### src/rtl/seven_seg_scan_ctrl_pkg.sv
// Shared definitions for the 4-digit seven-segment scan controller:
// scan FSM encoding, fixed segment/anode patterns and a nibble helper.
package seven_seg_scan_ctrl_pkg;

  // GAP is the tick-0 slot in which every anode is off, so the previous
  // digit's segments never ghost onto the next digit. SHOW covers the rest.
  typedef enum logic [0:0] {
    ST_GAP  = 1'b0,
    ST_SHOW = 1'b1
  } scan_state_e;

  // Segment order is {g,f,e,d,c,b,a}, active-high.
  localparam logic [6:0] SEG_DASH  = 7'b1000000;
  localparam logic [6:0] SEG_BLANK = 7'b0000000;

  // Anodes are active-low; all ones means no digit is enabled.
  localparam logic [3:0] AN_OFF = 4'b1111;

  // True when the nibble is a legal BCD digit (0..9).
  function automatic logic nib_is_bcd(input logic [3:0] nib);
    return (nib <= 4'd9);
  endfunction

endpackage

### src/rtl/BcdTo7segment.sv
// BCD to seven-segment decoder, segment order {g,f,e,d,c,b,a}, active-high.
// Non-BCD codes decode to all segments off; callers handle them explicitly.
module BcdTo7segment (
  input  logic [3:0] bcd,
  output logic [6:0] Out
);

  // Pure lookup from BCD digit to lit segments.
  always_comb begin
    Out = 7'b0000000;
    case (bcd)
      4'd0:    Out = 7'b0111111;
      4'd1:    Out = 7'b0000110;
      4'd2:    Out = 7'b1011011;
      4'd3:    Out = 7'b1001111;
      4'd4:    Out = 7'b1100110;
      4'd5:    Out = 7'b1101101;
      4'd6:    Out = 7'b1111101;
      4'd7:    Out = 7'b0000111;
      4'd8:    Out = 7'b1111111;
      4'd9:    Out = 7'b1101111;
      default: Out = 7'b0000000;
    endcase
  end

endmodule

### src/rtl/seven_seg_scan_ctrl.sv
// Time-multiplexed 4-digit seven-segment scanner. A new value is accepted
// into a shadow register through a load/ready handshake and only becomes
// visible at a frame boundary, so a frame is never a mix of two values.
module seven_seg_scan_ctrl
  import seven_seg_scan_ctrl_pkg::*;
#(
  parameter int unsigned DIV    = 1000,
  parameter int unsigned DIGITS = 4
) (
  input  logic        clk,
  input  logic        rst,
  input  logic        load,
  input  logic [15:0] value,
  input  logic [3:0]  dp_in,
  input  logic        blank_lz,
  output logic        ready,
  output logic [6:0]  seg,
  output logic        dp,
  output logic [3:0]  an
);

  localparam logic [15:0] TICK_LAST  = 16'(DIV - 1);
  localparam logic [1:0]  DIGIT_LAST = 2'(DIGITS - 1);

  logic [15:0] tick_q, tick_d;
  logic [1:0]  digit_q, digit_d;
  scan_state_e state_q, state_d;

  logic [15:0] active_val_q, active_val_d;
  logic [3:0]  active_dp_q, active_dp_d;
  logic [15:0] shadow_val_q, shadow_val_d;
  logic [3:0]  shadow_dp_q, shadow_dp_d;
  logic        pending_q, pending_d;
  logic        ready_q, ready_d;

  logic [6:0]  seg_q, seg_d;
  logic        dp_q, dp_d;
  logic [3:0]  an_q, an_d;

  logic        tick_wrap;
  logic        frame_end;
  logic [3:0]  nib_sel;
  logic        lead_zero;
  logic        blank_digit;
  logic [6:0]  dec_seg;

  assign tick_wrap = (tick_q == TICK_LAST);
  assign frame_end = tick_wrap && (digit_q == DIGIT_LAST);

  // Tick counter and digit index: digit advances each time the tick wraps.
  always_comb begin
    tick_d  = tick_q;
    digit_d = digit_q;
    if (tick_wrap) begin
      tick_d = 16'd0;
      if (digit_q == DIGIT_LAST) begin
        digit_d = 2'd0;
      end else begin
        digit_d = digit_q + 2'd1;
      end
    end else begin
      tick_d = tick_q + 16'd1;
    end
  end

  // Scan FSM: GAP occupies exactly tick 0 of each slot, SHOW the remainder.
  always_comb begin
    state_d = state_q;
    case (state_q)
      ST_GAP: state_d = ST_SHOW;
      ST_SHOW: begin
        if (tick_wrap) begin
          state_d = ST_GAP;
        end else begin
          state_d = ST_SHOW;
        end
      end
      default: state_d = ST_GAP;
    endcase
  end

  // Handshake: accept into shadow when ready, commit shadow only at frame end.
  // While pending, ready is low, so a capture and a commit never coincide.
  always_comb begin
    shadow_val_d = shadow_val_q;
    shadow_dp_d  = shadow_dp_q;
    active_val_d = active_val_q;
    active_dp_d  = active_dp_q;
    pending_d    = pending_q;
    if (frame_end && pending_q) begin
      active_val_d = shadow_val_q;
      active_dp_d  = shadow_dp_q;
      pending_d    = 1'b0;
    end else begin
      active_val_d = active_val_q;
      active_dp_d  = active_dp_q;
    end
    if (load && ready_q) begin
      shadow_val_d = value;
      shadow_dp_d  = dp_in;
      pending_d    = 1'b1;
    end else begin
      shadow_val_d = shadow_val_q;
      shadow_dp_d  = shadow_dp_q;
    end
    ready_d = ~pending_d;
  end

  // Select the active nibble for the current digit and flag leading zeros.
  always_comb begin
    nib_sel   = 4'h0;
    lead_zero = 1'b0;
    case (digit_q)
      2'd0: begin
        nib_sel   = active_val_q[3:0];
        lead_zero = 1'b0;
      end
      2'd1: begin
        nib_sel   = active_val_q[7:4];
        lead_zero = (active_val_q[15:4] == 12'h000);
      end
      2'd2: begin
        nib_sel   = active_val_q[11:8];
        lead_zero = (active_val_q[15:8] == 8'h00);
      end
      2'd3: begin
        nib_sel   = active_val_q[15:12];
        lead_zero = (active_val_q[15:12] == 4'h0);
      end
      default: begin
        nib_sel   = 4'h0;
        lead_zero = 1'b0;
      end
    endcase
  end

  assign blank_digit = blank_lz && lead_zero;

  BcdTo7segment u_bcd_dec (
    .bcd (nib_sel),
    .Out (dec_seg)
  );

  // Next display drive: dark in GAP or on a blanked digit, else the digit.
  always_comb begin
    seg_d = SEG_BLANK;
    dp_d  = 1'b0;
    an_d  = AN_OFF;
    if ((state_q == ST_SHOW) && !blank_digit) begin
      an_d  = ~(4'b0001 << digit_q);
      seg_d = nib_is_bcd(nib_sel) ? dec_seg : SEG_DASH;
      dp_d  = active_dp_q[digit_q];
    end else begin
      seg_d = SEG_BLANK;
      dp_d  = 1'b0;
      an_d  = AN_OFF;
    end
  end

  // Scan position and FSM state registers.
  always_ff @(posedge clk or posedge rst) begin
    if (rst) begin
      tick_q  <= 16'd0;
      digit_q <= 2'd0;
      state_q <= ST_GAP;
    end else begin
      tick_q  <= tick_d;
      digit_q <= digit_d;
      state_q <= state_d;
    end
  end

  // Shadow/active value registers and handshake state.
  always_ff @(posedge clk or posedge rst) begin
    if (rst) begin
      shadow_val_q <= 16'h0000;
      shadow_dp_q  <= 4'b0000;
      active_val_q <= 16'h0000;
      active_dp_q  <= 4'b0000;
      pending_q    <= 1'b0;
      ready_q      <= 1'b1;
    end else begin
      shadow_val_q <= shadow_val_d;
      shadow_dp_q  <= shadow_dp_d;
      active_val_q <= active_val_d;
      active_dp_q  <= active_dp_d;
      pending_q    <= pending_d;
      ready_q      <= ready_d;
    end
  end

  // Registered display outputs, one cycle behind the scan position.
  always_ff @(posedge clk or posedge rst) begin
    if (rst) begin
      seg_q <= SEG_BLANK;
      dp_q  <= 1'b0;
      an_q  <= AN_OFF;
    end else begin
      seg_q <= seg_d;
      dp_q  <= dp_d;
      an_q  <= an_d;
    end
  end

  assign ready = ready_q;
  assign seg   = seg_q;
  assign dp    = dp_q;
  assign an    = an_q;

endmodule

### config.mk
export PLATFORM = sky130hd
export DESIGN_NAME = seven_seg_scan_ctrl
export DESIGN_NICKNAME = d
export VERILOG_FILES = /design/src/rtl/seven_seg_scan_ctrl_pkg.sv /design/src/rtl/BcdTo7segment.sv /design/src/rtl/seven_seg_scan_ctrl.sv
export SDC_FILE = /design/constraint.sdc
export NUM_CORES = 1
export LEC_CHECK = 0
export ABC_AREA = 1
export CAP_MARGIN = 20
export CORE_MARGIN = 2
export CORE_UTILIZATION = 56
export DETAILED_ROUTE_END_ITERATION = 10
export GPL_ROUTABILITY_DRIVEN = 0
export PLACE_DENSITY_LB_ADDON = 0.1
export SYNTH_ARGS = -nofsm -noshare
export SYNTH_HDL_FRONTEND = slang
export SYNTH_SLANG_ARGS = --single-unit
### constraint.sdc
create_clock -name clk -period 2.9 [get_ports clk]
set_input_delay 0.435 -clock clk [delete_from_list [all_inputs] [get_ports clk]]
set_output_delay 0.435 -clock clk [all_outputs]
set_load 0.01 [all_outputs]
==> summary.txt <==
status: finished, final reports clean
worst hold margin: 0.4755 ns
core area: 0.005956 sq mm
Post-synth EDFFs: 0
met2 routed WL: 3.060 mm
most common cell in the netlist: nand2_1
Iter 0 DRT Violations: 127
Routed Antenna Nets: 0
Cell variety after synth: 30
worst IR drop on VDD: 0.3333 mV
fin nets: 445
RSZ-0062 raised after global routing: false
clk_skew: 0.005453 ns
final std cells w/o fill: 491
Setup TNS: 0 ns
worst hold path class: flop to flop
DR vias/cell: 5.165
M1 WL: 2.983 mm
Critical Path AT: 2.39 ns
GRT overflow: 0
worst slack at placement: 0.7782 ns
Top FF cell, synth: dfrtp_1
Final WS setup: 0.7452 ns
synthesized area: 0.003455 sq mm
CTS Buf Count: 9
Synth top area share: 0.4926
TritonRoute pass-1 iters: 4
Post-CTS Hold Fix Bufs: 0
total track usage: 0.2162
Synth Register Bits: 73
yosys warns: 0
syn_nets: 407
period utilisation layout: 0.7430
worst-margin pin slew: 0.8242 ns
root buf cell: clkbuf_8
H-tree depth: 3
top post-synthesis cells by count: nand2_1 (106), dfrtp_1 (68), nor2_1 (40)
DP HPWL: 4.507 mm
startpoint types: flop
first-pass GRT wire length: 10.96 mm
Area Growth Syn to Fin: 18.07%
Clk pin slew, worst setup/hold paths: 0.07 ns
Crit. End Element: flop
drc violations: 0
max-slew violations: 0
Crit Path Class: flop to flop
Die W: 82.54 um
# Post-CTS Setup Buffers: 0
met3 wire len: 208 um
Syn Inst Count: 373
placed instance count: 475
clock latency on the worst-skew pair: 0.35 ns
largest net degree at the start of global routing: 74
fill count: 479
setup violators final: 0
Synth async-reset ratio: 1.000
vias in the first global route: 2,416
Critical Path RT: 3.14 ns
initial core utilization: 0.5800
clk sinks: 73
Cell Rows: 28
antenna violations before repair: 0
max-cap violations: 0
ant diodes: 0
biggest area consumer among synthesized cells: dfrtp_1
vias post-DR: 2,536
Max FO, Critical Path: 7
Pwr Total: 1942 uW
full die area: 0.006813 sq mm
Final Critical Period: 2.155 ns
Max Fclk: 0.4641 GHz
top cells by area, synth: dfrtp_1 (49%), nand2_1 (12%), mux2_2 (6.5%), nor2_1 (4.3%), nand4_1 (4.0%)
final WL: 6.382 mm
Pleak: 0.002072 uW
CTS resizes: 0
Die H: 82.54 um
sequential area share after synthesis: 0.5306
IO buf count: 36
Top Metal Used: met4
IO Count: 37
layout cells sized above 1: 0.1346
Clock Path Buffers: 2
syn_area_per_cell: 9.262 sq um
CTS tree: yes
WL/cell: 13.00 um
final hold vios: 0
pwr dens: 476.1 mW/mm^2
Slew HR: 0.4492
cells by family (layout without fill, tap and decap cells):
logic type	after synthesis	count (layout)	synth area share
and+or+nand+nor	197	197	0.2499
DFF	73	73	0.5306
AOI/OAI and AO/OA	17	17	0.03115
xor gates and xnor gates	10	10	0.02535
muxes	20	20	0.06519
adders and majority gates	10	10	0.03622
buffers and inverters	46	89	0.06157
where the power goes:
group | leakage, uW | switching (uW) | internal (uW) | total, uW
Combinational | 0.00101 | 23.0 | 29.9 | 52.8
Clock | 0.000113 | 365 | 507 | 871
Sequential | 0.000946 | 0 | 1020 | 1020
critical path, cell delays in order, from the launching register on:
cell and delay [ns]:
dfrtp_1 0.41, inv_1 0.15, ha_1 0.30, inv_1 0.09
o21ai_0 0.08, o22ai_1 0.28, inv_1 0.11, ha_1 0.22
nor2_1 0.16, o21ai_2 0.12, nand2_1 0.09, nor2_1 0.04
through the flow:
stage	util	instance area, sq um
after floorplan	-	3455
after global placement	0.6479	3859
after detailed placement	0.6479	3859
after CTS	0.6849	4079
after global routing	0.6849	4079
final	0.6849	4079
final timing paths:
check	depth (start not counted)	slack [ns]	from	endpoint
max in group asynchronous	3	2.08	rst	an[0]
setup / recovery	11	0.75	digit_q[0]	seg[5]
hold / removal	1	0.48	tick_q[15]	tick_q[15]
hold reg to reg	1	0.48	tick_q[15]	tick_q[15]
min in group asynchronous	3	0.49	rst	seg[2]
setup reg to reg	11	0.75	digit_q[0]	seg[5]
layout make-up:
class | instances | area, sq um | share of cell area
clock buffers | 11 | 141.4 | 0.03466
clock inverters | 5 | 78.83 | 0.01933
inverters | 34 | 127.6 | 0.03129
multi-input cells | 254 | 1409 | 0.3454
flip-flops and latches | 73 | 1833 | 0.4494
well taps | 75 | 93.84 | 0.02301
repair buffers | 39 | 395.4 | 0.09693
flip-flops by register name (all words and copies together), names as in the netlist:
signal	count
an	4
seg	7
shadow_dp_q	4
active_dp_q	4
active_val_q	16
ready	1
tick_q	16
pending_q	1
state_q	1
dp	1
digit_q	2
shadow_val_q	16
cells in the final DEF (no fill, tap or decap), types with 2 or more instances in the layout:
master             n
nand2_1          106
dfrtp_1           68
nor2_1            40
clkdlybuf4s50_1   36
inv_1             31
nand4_1           22
mux2_2            20
nand3_1           14
ha_1              10
clkbuf_8          10
xor2_1             9
o21ai_0            6
nor3_1             6
a21oi_1            5
dfstp_2            5
nand3_2            3
inv_2              3
o22ai_1            2
o21bai_1           2
bufinv_16          2
clkinv_2           2
buf_4              2
routing by layer:
| metal | vias to the layer above | GRT usage |
|---|---|---|
| li1 | 1276 | - |
| met1 | 1201 | 0.2729 |
| met2 | 47 | 0.3565 |
| met3 | 12 | 0.04022 |
| met4 | 0 | 0.1082 |
| met5 | - | 0 |
Note: power is estimated with default switching activity, not from simulation.
